### src/rtl/mem_stall_ctrl.sv
// mem_stall_ctrl
// Miss sequencer and pipeline-advance controller for the 5-stage MIPS core.
// One main-memory read port is shared between I-cache and D-cache line
// refills, with the D side winning when both miss together. The block drives
// the global advance enable (hit) and the branch flush. A flush that arrives
// while the pipeline is stalled is held and issued on the first advancing cycle.
//
// Optional build macro: MEM_STALL_PERF_EN adds saturating performance counters
// (stall_cycles, i_miss_cnt, d_miss_cnt). Without it those ports do not exist.

module mem_stall_ctrl #(
  parameter int LINE_WORDS = 4,
  parameter int ADDR_W     = 32
) (
  input  logic                          clk,
  input  logic                          rst_n,
  input  logic                          icache_miss,
  input  logic [ADDR_W-1:0]             icache_addr,
  input  logic                          dcache_miss,
  input  logic [ADDR_W-1:0]             dcache_addr,
  input  logic                          branch_taken,
  output logic                          mem_req,
  output logic [ADDR_W-1:0]             mem_addr,
  input  logic                          mem_ack,
  output logic                          refill_i_we,
  output logic                          refill_d_we,
  output logic [$clog2(LINE_WORDS)-1:0] refill_word,
  output logic                          hit,
  output logic                          flush
`ifdef MEM_STALL_PERF_EN
  ,
  output logic [31:0]                   stall_cycles,
  output logic [15:0]                   i_miss_cnt,
  output logic [15:0]                   d_miss_cnt
`endif
);

  localparam int WORD_W = $clog2(LINE_WORDS);
  // Byte offset bits covered by one cache line.
  localparam int OFF_W  = WORD_W + 2;

  typedef enum logic [1:0] {
    IDLE   = 2'd0,
    FILL_D = 2'd1,
    FILL_I = 2'd2,
    DONE   = 2'd3
  } state_t;

  state_t              state_reg;
  logic                flush_pend_reg;
  logic [ADDR_W-1:0]   line_mask;
  logic                beat_ok;
  logic                last_beat;

  // Clears the in-line offset so a burst always starts at the line base.
  assign line_mask = {{(ADDR_W-OFF_W){1'b1}}, {OFF_W{1'b0}}};

  // A beat only counts while a request is outstanding.
  assign beat_ok   = mem_req & mem_ack;
  assign last_beat = (refill_word == WORD_W'(LINE_WORDS - 1));

  // Advance enable, beat write strobes and the flush are purely combinational.
  always_comb begin
    hit         = (state_reg == IDLE) & ~icache_miss & ~dcache_miss;
    refill_d_we = beat_ok & (state_reg == FILL_D);
    refill_i_we = beat_ok & (state_reg == FILL_I);
    flush       = hit & (branch_taken | flush_pend_reg);
  end

  // Miss sequencer: pick a side, stream LINE_WORDS beats, then one bubble.
  always_ff @(posedge clk or negedge rst_n) begin
    if (!rst_n) begin
      state_reg   <= IDLE;
      mem_req     <= 1'b0;
      mem_addr    <= '0;
      refill_word <= '0;
    end else begin
      case (state_reg)
        IDLE: begin
          if (dcache_miss) begin
            state_reg   <= FILL_D;
            mem_req     <= 1'b1;
            mem_addr    <= dcache_addr & line_mask;
            refill_word <= '0;
          end else if (icache_miss) begin
            state_reg   <= FILL_I;
            mem_req     <= 1'b1;
            mem_addr    <= icache_addr & line_mask;
            refill_word <= '0;
          end
        end
        FILL_D, FILL_I: begin
          // Wait states from memory simply hold the beat counter and address.
          if (beat_ok) begin
            refill_word <= refill_word + WORD_W'(1);
            mem_addr    <= mem_addr + ADDR_W'(4);
            if (last_beat) begin
              mem_req   <= 1'b0;
              state_reg <= DONE;
            end
          end
        end
        DONE: begin
          // Bubble cycle so the cache can re-look-up the freshly filled line.
          state_reg <= IDLE;
        end
        default: begin
          state_reg <= IDLE;
          mem_req   <= 1'b0;
        end
      endcase
    end
  end

  // Remember a taken branch seen while stalled; drop it once the pipe advances.
  always_ff @(posedge clk or negedge rst_n) begin
    if (!rst_n) begin
      flush_pend_reg <= 1'b0;
    end else if (hit) begin
      flush_pend_reg <= 1'b0;
    end else if (branch_taken) begin
      flush_pend_reg <= 1'b1;
    end
  end

`ifdef MEM_STALL_PERF_EN
  logic start_d;
  logic start_i;

  assign start_d = (state_reg == IDLE) & dcache_miss;
  assign start_i = (state_reg == IDLE) & ~dcache_miss & icache_miss;

  // Saturating stall and miss counters.
  always_ff @(posedge clk or negedge rst_n) begin
    if (!rst_n) begin
      stall_cycles <= '0;
      i_miss_cnt   <= '0;
      d_miss_cnt   <= '0;
    end else begin
      if (!hit && (stall_cycles != '1)) begin
        stall_cycles <= stall_cycles + 32'd1;
      end
      if (start_d && (d_miss_cnt != '1)) begin
        d_miss_cnt <= d_miss_cnt + 16'd1;
      end
      if (start_i && (i_miss_cnt != '1)) begin
        i_miss_cnt <= i_miss_cnt + 16'd1;
      end
    end
  end
`endif

endmodule

### config.mk
export PLATFORM = sky130hd
export DESIGN_NAME = mem_stall_ctrl
export DESIGN_NICKNAME = d
export VERILOG_FILES = /design/src/rtl/mem_stall_ctrl.sv
export SDC_FILE = /design/constraint.sdc
export NUM_CORES = 1
export LEC_CHECK = 0
export CAP_MARGIN = 40
export CORE_ASPECT_RATIO = 1.2
export CORE_MARGIN = 8
export CORE_UTILIZATION = 39
export DETAILED_ROUTE_END_ITERATION = 7
export GPL_ROUTABILITY_DRIVEN = 1
export PLACE_DENSITY_LB_ADDON = 0.2
export SYNTH_ARGS = -nofsm -noshare
export SYNTH_HDL_FRONTEND = slang
export SYNTH_SLANG_ARGS = --single-unit
### constraint.sdc
create_clock -name clk -period 1.9 [get_ports clk]
set_input_delay 0.285 -clock clk [delete_from_list [all_inputs] [get_ports clk]]
set_output_delay 0.285 -clock clk [all_outputs]
set_load 0.05 [all_outputs]
==> implementation parameters <==
Parameter                              Value

Final layout
  Fraction of layout cells with a size suffix above 1 ... 24.8%
  Non-Filler Cell Area, Final ... approximately 0.0041 sq mm
  Final #Nets ... 498
  Count of filler cells inserted in the layout ... 638
  P&R area growth vs syn ... 55.8%
  Register area ... roughly 900 sq um
  Area used by multi-input combinational logic ... roughly 0.0017 sq mm
  Max FFs per register ... 30
  Antenna diode count ... 0
  Count of placed standard cells in the final layout, fillers left out ... 510

Die
  Std-Cell Rows ... 33
  Starting utilization of the core area ... 39.3%
  Overall die width ... between 90 and 100 um
  Count of boundary I/O pins ... about 110
  Vertical die dimension ... 106 um
  Placeable core region ... 0.00669 sq mm
  Area enclosed by the die boundary ... 0.00964 sq mm

STA
  Share of the clock period used by the worst path ... 99.0%
  Minimum clock period ... 1.88 ns
  Final setup vio count ... 0
  Max_slew headroom ... 65.4%
  Setup repair after global routing missed its margin ... true
  Slew Limit Fails ... 0
  Fin Hold WS ... 0.483 ns
  Worst-case clock skew ... about 0.014 ns
  Maximum achievable frequency ... about 530 MHz
  Transition time of the tightest slew-check pin ... ~0.52 ns
  Final-report hold violation count ... 0

GRT
  Total grt overflow ... 0
  Maximum number of pins on one net before global-route repair ... 23
  Global-route usage over all layers ... ~17%
  Wire length of the first global-routing pass ... ~14000 um
  Number of global-route vias before repair ... 2928
  Number of antenna violations at the first check in global routing ... 0

Run status
  Run status ... complete, no violations

Setup path
  Critical path endpoint category ... output pin
  Buffering stage count on the worst path with inverters included ... 3
  Cell class contributing the biggest share of worst-path delay ... flip-flops
  Worst Reg-to-Reg Cells ... 9
  WP depth ... 6
  Delay of the slowest cell on the worst path ... 0.40 ns
  Req. time, crit path ... 1.62 ns
  Startpoint type of the worst setup path ... register
  Cells along the critical path ... inv_2 > ha_4 > nor3b_4 > buf_6 > nor2b_4 > buf_12
  Startpoint of the worst-slack reg-to-reg timing path ... state_reg[1]
  Worst reg2reg setup slack ... 0.08 ns
  Launching instance or port of the critical path ... state_reg[1]
  Data arrival at the endpoint of the critical path ... roughly 1.6 ns
  Worst path slowest cell ... dfrtp_1
  End of the worst register-to-register path ... mem_addr[23]
  Critical path fanouts, max ... 6
  Crit path capture ... flush
  Critical path start-end classification ... register to output pin

Placed design
  Cell Count Post-Placement ... roughly 500
  Placed standard-cell area ... 0.00387 sq mm
  HPWL reported at the end of detailed placement ... 6530 um
  Port buffer count ... 98
  Global placement routability congestion ... 0.820

Route
  Number of search-and-repair iterations in the first detailed-routing pass ... 4
  Via count of the routed design ... 2790
  Met3 wirelength from detailed routing ... approximately 430 um
  Routed length per instance ... 16.4 um
  Final routed wirelength across all metal layers ... 8390 um
  Final ANT Viol Nets ... 0
  Met1 routed wirelength after detailed routing ... 3520 um
  Residual DRC count ... 0
  Top metal layer carrying routed signals ... met4
  Vias per std cell ... ~5.5
  First-iteration detailed-routing DRC count ... 134
  Met2 wire length ... 4370 um

Logic synthesis
  Post-synthesis sequential area ratio ... between 30% and 40%
  Yosys Warn Count ... 0
  Synth Cell Area ... 0.00263 sq mm
  Number of enable flip-flop cells after synthesis ... 0
  Leading register cell type out of synthesis ... dfrtp_1
  Avg Synthesized Cell Area ... 8.92 sq um
  #FFs+latches synth ... 36
  Cells after synthesis ... just under 300
  Number of library cell types mapped by synthesis ... 44
  FFs w/ async S/R, synth ... 100%

Clocking
  Number of buffers created by CTS ... 5
  Source-to-sink clock delay at the later pin of the worst-skew pair ... approximately 0.29 ns
  Clk slew on worst S/H paths ... about 0.080 ns
  H-tree Lvls ... 2
  Number of clock sinks ... 36
  Clk root buf ... clkbuf_8
  Clock Tree Buf Depth ... 2
  Clock tree from TritonCTS ... done

Power and ir drop
  P per Cell Area ... 1770 mW/mm^2
  Peak ir drop on the vdd network ... 0.913 mV
  Pleak ... 1.89 nW

Job
  Number of violations of the max-capacitance limit ... 0

Worst hold path
  Classification of the worst-slack hold path ... input port to async pin
==> cell families after synthesis <==
logic type / synth area share, %
other: 0.143
and+or+nand+nor: 23.0
muxes: 16.9
DFF: 34.3
buffers and inverters: 4.95
adders and majority gates: 2.85
AOI/OAI and AO/OA: 17.9
==> area by class of cell <==
cell class	instances	area share, %
Clock buffer	7	2.35
Sequential cell	36	22.1
Inverter	6	0.550
Timing Repair Buffer	138	30.9
Multi-Input combinational cell	235	40.7
Clock inverter	1	0.733
Tap cell	87	2.66
==> through the flow <==
step	TNS (ns)	utilization, %	total power, mW	setup WS [ns]
floorplan	-2.65	-	4.78	-0.191
global placement	-0.00715	57.8	6.24	-0.00592
detailed placement	-0.250	57.8	6.37	-0.0425
CTS	0	60.3	7.20	0.0199
global route	-0.120	61.2	7.79	-0.0488
finish	0	61.2	7.26	0.0184
==> power by group <==
part	total (mW)	switching [mW]	internal (mW)
Clock	0.765	0.301	0.464
Sequential	1.63	0.481	1.15
Combinational	4.87	2.92	1.95
Total	7.26	3.70	3.56
==> metal layers <==
layer | GRT usage (%) | vias up
met5 | 0 | -
met4 | 4.69 | 0
met3 | 4.23 | 4
met2 | 31.3 | 70
met1 | 20.1 | 1358
li1 | - | 1358
==> synthesized netlist by cell type, drive strengths merged (2+ instances only) <==
master / number / area, sq um
mux2i: 41 / 410
a21o: 2 / 15.0
and2: 2 / 12.5
a221o: 5 / 50.1
o21bai: 2 / 15.0
buf: 14 / 88.8
mux2: 3 / 33.8
inv: 5 / 18.8
nand3: 13 / 70.1
nand2b: 2 / 12.5
ha: 6 / 75.1
a22o: 2 / 17.5
a21oi: 11 / 55.1
and4: 4 / 35.0
dfrtp: 36 / 901
o21ai: 12 / 60.1
nand2: 36 / 135
a31oi: 3 / 18.8
and3: 8 / 50.1
o31ai: 2 / 15.0
a311oi: 2 / 17.5
clkbuf: 5 / 18.8
a211oi: 2 / 15.0
nor2: 29 / 111
o221ai: 15 / 131
nand4: 10 / 77.6
nor2b: 3 / 18.8
o22ai: 4 / 25.0
nor3: 7 / 50.1
==> worst min path at each step <==
stage	startpoint	to	slack, ns	cells after the start
6_report	rst_n	mem_addr[13]	0.48	2
5_1_grt	rst_n	mem_addr[9]	0.52	2
4_1_cts	rst_n	mem_addr[11]	0.49	2
3_5_place_dp	rst_n	mem_addr[29]	0.27	1
3_3_place_gp	rst_n	mem_addr[29]	0.27	1
2_1_floorplan	rst_n	flush_pend_reg	-0.01	0
==> cell usage in the layout, fill, tap and decap left out, types with 2 or more instances in the layout <==
cell type / count
clkdlybuf4s50_1: 65
a21oi_1: 11
o221ai_1: 15
and3_1: 8
dfrtp_2: 2
a221o_1: 5
o31ai_2: 2
nor3_1: 4
inv_2: 2
o21ai_0: 11
nand2b_1: 2
a211oi_1: 2
a22o_1: 2
nand3_1: 11
buf_6: 2
a311oi_1: 2
nand2_1: 36
nand3_2: 2
a31oi_1: 3
dfrtp_1: 34
inv_1: 3
clkbuf_8: 7
nor2b_1: 2
conb_1: 2
mux2i_1: 41
buf_2: 2
o22ai_1: 4
mux2_2: 3
nor2_2: 3
buf_4: 63
and4_1: 4
nor2_1: 26
ha_1: 4
nor3_4: 2
buf_12: 5
nand4_1: 9
and2_1: 2
==> timing repair <==
item                                    in CTS  in global routing
endpoints found under the hold margin       16                  0
pin swaps                                    0                  4
buffers inserted                             3                  2
gates resized for setup                      2                 12
hold buffers                                 1                  0
endpoints found under the setup margin       3                 25
Note: power is estimated with default switching activity, not from simulation.
